===== src/rtl/ins_fetch_queue_pkg.sv =====
// Shared types and helpers for the instruction fetch stage and its queue.
package ins_fetch_queue_pkg;

    localparam int DATA_WIDTH = 32;
    localparam logic [DATA_WIDTH-1:0] INST_BYTES = 32'd4;

    // Fetch FSM encodings
    typedef enum logic [1:0] {
        IF_IDLE     = 2'd0,
        IF_WAIT_MEM = 2'd1,
        IF_DISCARD  = 2'd2
    } if_state_e;

    // One queue slot: the instruction word together with the PC it was fetched from
    typedef struct packed {
        logic [DATA_WIDTH-1:0] pc;
        logic [DATA_WIDTH-1:0] inst;
    } iq_entry_t;

    // Sequential fetch address; 32-bit wrap is intentional
    function automatic logic [DATA_WIDTH-1:0] next_pc(input logic [DATA_WIDTH-1:0] pc);
        return pc + INST_BYTES;
    endfunction

endpackage


===== src/rtl/ins_fetch_queue_inst_fifo.sv =====
// Circular buffer of {pc, inst} entries with push, pop and whole-queue flush.
// Every update is qualified by en so a global stall freezes the queue.
module ins_fetch_queue_inst_fifo
    import ins_fetch_queue_pkg::*;
#(
    parameter int DEPTH_LOG = 4
) (
    input  logic      clk,
    input  logic      rst,
    input  logic      en,
    input  logic      flush,
    input  logic      push,
    input  iq_entry_t push_entry,
    input  logic      pop,
    output logic      out_valid,
    output iq_entry_t head_entry,
    output logic      full
);

    localparam int DEPTH = 1 << DEPTH_LOG;

    logic [DEPTH_LOG-1:0] head_q, head_d;
    logic [DEPTH_LOG-1:0] tail_q, tail_d;
    logic [DEPTH_LOG:0]   count_q, count_d;
    iq_entry_t            mem_q [DEPTH];

    logic do_push;
    logic do_pop;

    assign full      = (count_q == (DEPTH_LOG + 1)'(DEPTH));
    assign out_valid = (count_q != '0);

    // Full is evaluated on the pre-pop count, so a same-cycle pop never frees a slot for a push
    assign do_push = en && push && !flush && !full;
    assign do_pop  = en && pop && !flush && out_valid;

    // Head is forced to zero while empty so the read port never exposes stale slots
    assign head_entry = out_valid ? mem_q[head_q] : '0;

    // Pointer and occupancy next-state
    always_comb begin
        head_d  = head_q;
        tail_d  = tail_q;
        count_d = count_q;
        if (en && flush) begin
            head_d  = '0;
            tail_d  = '0;
            count_d = '0;
        end else begin
            if (do_push) tail_d = tail_q + DEPTH_LOG'(1);
            if (do_pop)  head_d = head_q + DEPTH_LOG'(1);
            if (do_push && !do_pop)      count_d = count_q + (DEPTH_LOG + 1)'(1);
            else if (do_pop && !do_push) count_d = count_q - (DEPTH_LOG + 1)'(1);
        end
    end

    // Pointer and occupancy registers
    always_ff @(posedge clk or posedge rst) begin
        if (rst) begin
            head_q  <= '0;
            tail_q  <= '0;
            count_q <= '0;
        end else begin
            head_q  <= head_d;
            tail_q  <= tail_d;
            count_q <= count_d;
        end
    end

    // Entry storage; contents are only observable once counted as valid
    always_ff @(posedge clk) begin
        if (do_push) mem_q[tail_q] <= push_entry;
    end

endmodule


===== src/rtl/ins_fetch_queue.sv =====
// Instruction fetch stage: probes the ICache at pc, refills it from memory on a miss,
// and buffers fetched {pc, inst} pairs for the decoder. Redirects flush and restart fetch.
module ins_fetch_queue
    import ins_fetch_queue_pkg::*;
#(
    parameter int          IQ_DEPTH_LOG = 4,
    parameter logic [31:0] RESET_PC     = 32'h0
) (
    input  logic        clk,
    input  logic        rst,
    input  logic        rdy,
    output logic [31:0] icache_addr,
    input  logic        icache_hit,
    input  logic [31:0] icache_inst,
    output logic        icache_we,
    output logic [31:0] icache_waddr,
    output logic [31:0] icache_wdata,
    output logic        mem_req,
    output logic [31:0] mem_addr,
    input  logic        mem_done,
    input  logic [31:0] mem_inst,
    output logic        out_valid,
    output logic [31:0] out_inst,
    output logic [31:0] out_pc,
    input  logic        out_ready,
    input  logic        jump_flag,
    input  logic [31:0] jump_pc
);

    if_state_e   state_q, state_d;
    logic [31:0] pc_q, pc_d;
    logic        mem_req_q, mem_req_d;
    logic [31:0] mem_addr_q, mem_addr_d;
    logic        icache_we_q, icache_we_d;
    logic [31:0] icache_waddr_q, icache_waddr_d;
    logic [31:0] icache_wdata_q, icache_wdata_d;

    logic      q_push;
    iq_entry_t q_entry;
    logic      q_full;
    logic      q_valid;
    iq_entry_t q_head;

    ins_fetch_queue_inst_fifo #(
        .DEPTH_LOG (IQ_DEPTH_LOG)
    ) u_inst_fifo (
        .clk        (clk),
        .rst        (rst),
        .en         (rdy),
        .flush      (jump_flag),
        .push       (q_push),
        .push_entry (q_entry),
        .pop        (out_ready),
        .out_valid  (q_valid),
        .head_entry (q_head),
        .full       (q_full)
    );

    assign icache_addr  = pc_q;
    assign icache_we    = icache_we_q;
    assign icache_waddr = icache_waddr_q;
    assign icache_wdata = icache_wdata_q;
    assign mem_req      = mem_req_q;
    assign mem_addr     = mem_addr_q;
    assign out_valid    = q_valid;
    assign out_inst     = q_head.inst;
    assign out_pc       = q_head.pc;

    // FSM state register
    always_ff @(posedge clk or posedge rst) begin
        if (rst) state_q <= IF_IDLE;
        else     state_q <= state_d;
    end

    // FSM next-state: a redirect mid-miss waits out the outstanding response in DISCARD
    always_comb begin
        state_d = state_q;
        if (rdy) begin
            case (state_q)
                IF_IDLE: begin
                    if (!jump_flag && !q_full && !icache_hit) state_d = IF_WAIT_MEM;
                end
                IF_WAIT_MEM: begin
                    if (mem_done)       state_d = IF_IDLE;
                    else if (jump_flag) state_d = IF_DISCARD;
                end
                IF_DISCARD: begin
                    if (mem_done) state_d = IF_IDLE;
                end
                default: state_d = IF_IDLE;
            endcase
        end
    end

    // FSM outputs: queue push, memory request, ICache fill and pc update
    always_comb begin
        pc_d           = pc_q;
        mem_req_d      = mem_req_q;
        mem_addr_d     = mem_addr_q;
        icache_we_d    = 1'b0;
        icache_waddr_d = icache_waddr_q;
        icache_wdata_d = icache_wdata_q;
        q_push         = 1'b0;
        q_entry        = '{pc: pc_q, inst: icache_inst};
        if (rdy) begin
            case (state_q)
                IF_IDLE: begin
                    if (!jump_flag && !q_full) begin
                        if (icache_hit) begin
                            q_push = 1'b1;
                            pc_d   = next_pc(pc_q);
                        end else begin
                            mem_req_d  = 1'b1;
                            mem_addr_d = pc_q;
                        end
                    end
                end
                IF_WAIT_MEM, IF_DISCARD: begin
                    if (mem_done) begin
                        // The returned word is correct for mem_addr even after a redirect, so always fill
                        mem_req_d      = 1'b0;
                        icache_we_d    = 1'b1;
                        icache_waddr_d = mem_addr_q;
                        icache_wdata_d = mem_inst;
                        if (state_q == IF_WAIT_MEM && !jump_flag) begin
                            q_push  = 1'b1;
                            q_entry = '{pc: mem_addr_q, inst: mem_inst};
                            pc_d    = next_pc(mem_addr_q);
                        end
                    end
                end
                default: ;
            endcase
            if (jump_flag) pc_d = jump_pc;
        end
    end

    // Datapath registers; icache_we clears even when stalled so a fill is never repeated
    always_ff @(posedge clk or posedge rst) begin
        if (rst) begin
            pc_q           <= RESET_PC;
            mem_req_q      <= 1'b0;
            mem_addr_q     <= '0;
            icache_we_q    <= 1'b0;
            icache_waddr_q <= '0;
            icache_wdata_q <= '0;
        end else begin
            pc_q           <= pc_d;
            mem_req_q      <= mem_req_d;
            mem_addr_q     <= mem_addr_d;
            icache_we_q    <= icache_we_d;
            icache_waddr_q <= icache_waddr_d;
            icache_wdata_q <= icache_wdata_d;
        end
    end

endmodule


===== config.mk =====
export PLATFORM = sky130hd
export DESIGN_NAME = ins_fetch_queue
export DESIGN_NICKNAME = d
export VERILOG_FILES = /design/src/rtl/ins_fetch_queue_pkg.sv /design/src/rtl/ins_fetch_queue_inst_fifo.sv /design/src/rtl/ins_fetch_queue.sv
export SDC_FILE = /design/constraint.sdc
export NUM_CORES = 1
export LEC_CHECK = 0
export ABC_CLOCK_PERIOD_IN_PS = 10200
export CAP_MARGIN = 20
export CORE_AREA = 2 2 309 311
export DETAILED_ROUTE_END_ITERATION = 8
export DIE_AREA = 0 0 311 313
export PLACE_DENSITY = 0.69
export SYNTH_ARGS = -nofsm -noshare
export SYNTH_HDL_FRONTEND = slang
export SYNTH_SLANG_ARGS = --single-unit
export TNS_END_PERCENT = 10

===== constraint.sdc =====
create_clock -name clk -period 10.2 [get_ports clk]
set_input_delay 2.04 -clock clk [delete_from_list [all_inputs] [get_ports clk]]
set_output_delay 2.04 -clock clk [all_outputs]
set_load 0.02 [all_outputs]

==> results.sh <==
export IMPL_coreArea_um2=94160
export IMPL_min_period_ns=6.765
export IMPL_dpl_cell_area_um2=51210
export IMPL_slew_headroom_pct=28.30
export IMPL_dieArea_um2=97340
export IMPL_final_area_um2=54980
export IMPL_cts_setup_buffers=0
export IMPL_r2r_slack_ns=4.00
export IMPL_clock_sinks=1169
export IMPL_cts_root_buf="clkbuf_16"
export IMPL_cp_buffers_inverters=3
export IMPL_setup_slack_ns=3.435
export IMPL_syn_inst=2346
export IMPL_outcome="completed"
export IMPL_ctsHoldBuffers=0
export IMPL_synth_ff_type="edfxtp_1"
export IMPL_cts_buffers=115
export IMPL_dieHeight_um=313
export IMPL_drc=0
export IMPL_avgViaCountPerCell=5.836
export IMPL_grt_pass1_vias=25120
export IMPL_grt_pass1_wl_um=159600
export IMPL_power_density_nw_per_um2=273.9
export IMPL_yosysUniqueCellTypes=53
export IMPL_r2r_start="state_q[1]"
export IMPL_synth_top_cell_by_area="edfxtp_1"
export IMPL_overflow=0
export IMPL_tightestPinTransition_ns=1.076
export IMPL_power_leakage_uw=0.01806
export IMPL_max_freq_ghz=0.1478
export IMPL_htreeDepth=3
export IMPL_synth_top_cell_area_share_pct=65.69
export IMPL_path_class="primary input to register"
export IMPL_finalHoldViolCount=0
export IMPL_setup_viol=0
export IMPL_path_cells="clkdlybuf4s50_1, nand3_4, clkinv_2, nand2_4, a2111oi_2, nor3b_1, and2_4, buf_4"
export IMPL_finalMaxSlewViolations=0
export IMPL_clk_latency_ns=0.67
export IMPL_synth_edff_count=1024
export IMPL_r2r_end="u_inst_fifo.mem_q[1][28]"
export IMPL_grt_util_all_layers_pct=21.90
export IMPL_hp_class="register to register"
export IMPL_ys_top_cells_by_area="edfxtp_1 66%, mux4_2 15%, dfrtp_1 7.8%"
export IMPL_drive_gt1_share_pct=24.10
export IMPL_ys_async_sr_fraction_pct=12.40
export IMPL_dp_slack_ns=2.555
export IMPL_start_kind="primary input"
export IMPL_cts_resized_gates=0
export IMPL_worstPathMaxFanout=65
export IMPL_critPathTopFamily="simple AND/OR/NAND/NOR gates"
export IMPL_ys_seq_area_share_pct=73.44
export IMPL_yosys_warnings=0
export IMPL_num_antenna_cells=0
export IMPL_portBuffers=297
export IMPL_syn_area_per_cell_um2=19.95
export IMPL_crit_path_end_kind="register"
export IMPL_drv_cap=0
export IMPL_io_pins=298
export IMPL_vias=23490
export IMPL_synth_area_um2=46810
export IMPL_num_rows=113
export IMPL_postRouteAntennaNets=0
export IMPL_holdWs_ns=0.4730
export IMPL_grt_max_degree=101
export IMPL_syn2layout_area_growth_pct=17.46
export IMPL_clkTransAtPathRegs_ns=0.07
export IMPL_firstDrtPassIters=5
export IMPL_max_stage_delay_ns=0.96
export IMPL_final_nets=2786
export IMPL_dp_hpwl_um=59760
export IMPL_grt_antenna_before_repair=1
export IMPL_final_setup_tns_ns=0
export IMPL_initialDrtViolationCount=2061
export IMPL_synth_fp_nets=2465
export IMPL_routed_wl_um=105100
export IMPL_arrival_ns=7.04
export IMPL_critPathRequiredTime_ns=10.48
export IMPL_fillers=6852
export IMPL_post_route_period_util_pct=66.32
export IMPL_wl_per_cell_um=26.12
export IMPL_holdPathStages=2
export IMPL_totalPowerFinal_uw=15060
export IMPL_slowest_stage="a2111oi_2"
export IMPL_ir_drop_mv=0.2285
export IMPL_place_congestion=0.8838
export IMPL_ys_ff_latch=1169
export IMPL_ff2ff_path_depth=10
export IMPL_rsz0062_at_grt="no"
export IMPL_start_util_pct=49.71
export IMPL_clock_path_buffers=3
export IMPL_finalClockSkew_ns=0.02152
export IMPL_cts_tree="done"
export IMPL_min_to="icache_wdata[5]"
export IMPL_min_from="icache_wdata[5]"
export IMPL_die_x_um=311
## layer usage
metal	routed length (um)	track usage, %	up-vias
li1	-	-	10070
met1	44220	30.43	12480
met2	51940	36.29	799
met3	6869	4.109	143
met4	2069	5.446	2
met5	13	0	-
## layout make-up
cell class	count	area, um2	share of cell area [%]
Sequential cell	1169	34390	62.55
Clock inverter	73	748.2	1.361
Clock buffer	136	2999	5.455
Multi-Input combinational cell	1038	11930	21.70
Timing Repair Buffer	331	3276	5.958
Inverter	12	51.30	0.09330
Tap cell	1265	1583	2.879
## worst register-to-register path, delay by kind of cell, from the launching register on
| family | cells | cell delay (ns) |
|---|---|---|
| AO/OA/AOI/OAI | 1 | 0.96 |
| adder cells (fa/ha/maj) | 1 | 0.31 |
| buffers and inverters | 4 | 1.79 |
| flip-flops | 1 | 0.39 |
| AND/OR/NAND/NOR | 4 | 2.31 |
## where the power goes
part / total, uW / internal [uW] / switching [uW]
Clock: 4190 / 2430 / 1760
Combinational: 4630 / 2110 / 2520
Sequential: 6240 / 5860 / 377
## placed cells by master, fill, tap and decap left out, types with 3 or more instances in the layout
cell type / count
edfxtp_1: 1024
mux4_2: 320
clkdlybuf4s50_1: 296
nand2_1: 237
dfrtp_1: 141
clkbuf_16: 117
mux2_2: 105
and2_1: 65
nor2_1: 40
a21oi_1: 34
mux2i_1: 32
buf_4: 31
o21ai_0: 30
clkinv_2: 25
xor2_1: 24
nand3_1: 21
clkinv_1: 20
clkbuf_1: 19
and2_4: 16
o22ai_1: 14
xnor2_1: 14
ha_1: 14
bufinv_16: 13
inv_1: 10
and3_1: 8
nand4_1: 8
inv_6: 5
nor3_1: 5
clkinv_4: 5
nand3b_1: 4
dfrtp_4: 4
nor4_1: 3
nand4b_1: 3
nand2b_1: 3
## state kept, by name, summed over array words and instances, names as in the netlist, 2 cells and up
name and count:
icache_addr 32, mem_addr 32, icache_waddr 32, u_inst_fifo.head_q 4
state_q 2, icache_wdata 32, u_inst_fifo.tail_q 4, u_inst_fifo.mem_q 1024
u_inst_fifo.count_q 5
## synthesized netlist by cell type (16+ instances only)
cell type and number:
xor2_1 24, mux2i_1 32, dfrtp_1 145, nand2_1 238, buf_1 16, and2_1 81, o21ai_0 31, clkbuf_1 75
mux2_2 105, mux4_2 320, nand3_1 22, edfxtp_1 1024, a21oi_1 34, nor2_1 40, buf_2 34
## kinds of logic after synthesis
group / after synthesis / share of synthesized area [%]
compound gates: 95 / 1.168
xor+xnor: 38 / 0.7110
fa+ha+maj: 16 / 0.4437
buf+inv: 139 / 1.238
flops: 1169 / 73.44
mux: 457 / 18.61
simple gates: 432 / 4.392
## stage by stage
stage,cells,utilization (%)
after floorplan,2346,-
after global placement,3813,54.35
after detailed placement,3814,54.38
after CTS,4023,58.36
after global routing,4024,58.39
final,4024,58.39
## worst max path at each step
stage                     startpoint                        to  slack [ns]  cells past startpoint
after floorplan                  rst            icache_addr[0]        4.27                      1
after global placement           rdy  u_inst_fifo.mem_q[0][24]        2.80                      8
after detailed placement         rdy  u_inst_fifo.mem_q[0][26]        2.55                      8
after CTS                        rdy  u_inst_fifo.mem_q[1][28]        3.26                      8
after global routing             rdy  u_inst_fifo.mem_q[0][22]        2.91                      8
final                            rdy  u_inst_fifo.mem_q[1][28]        3.44                      8
Power figures use the tool's default switching activity.
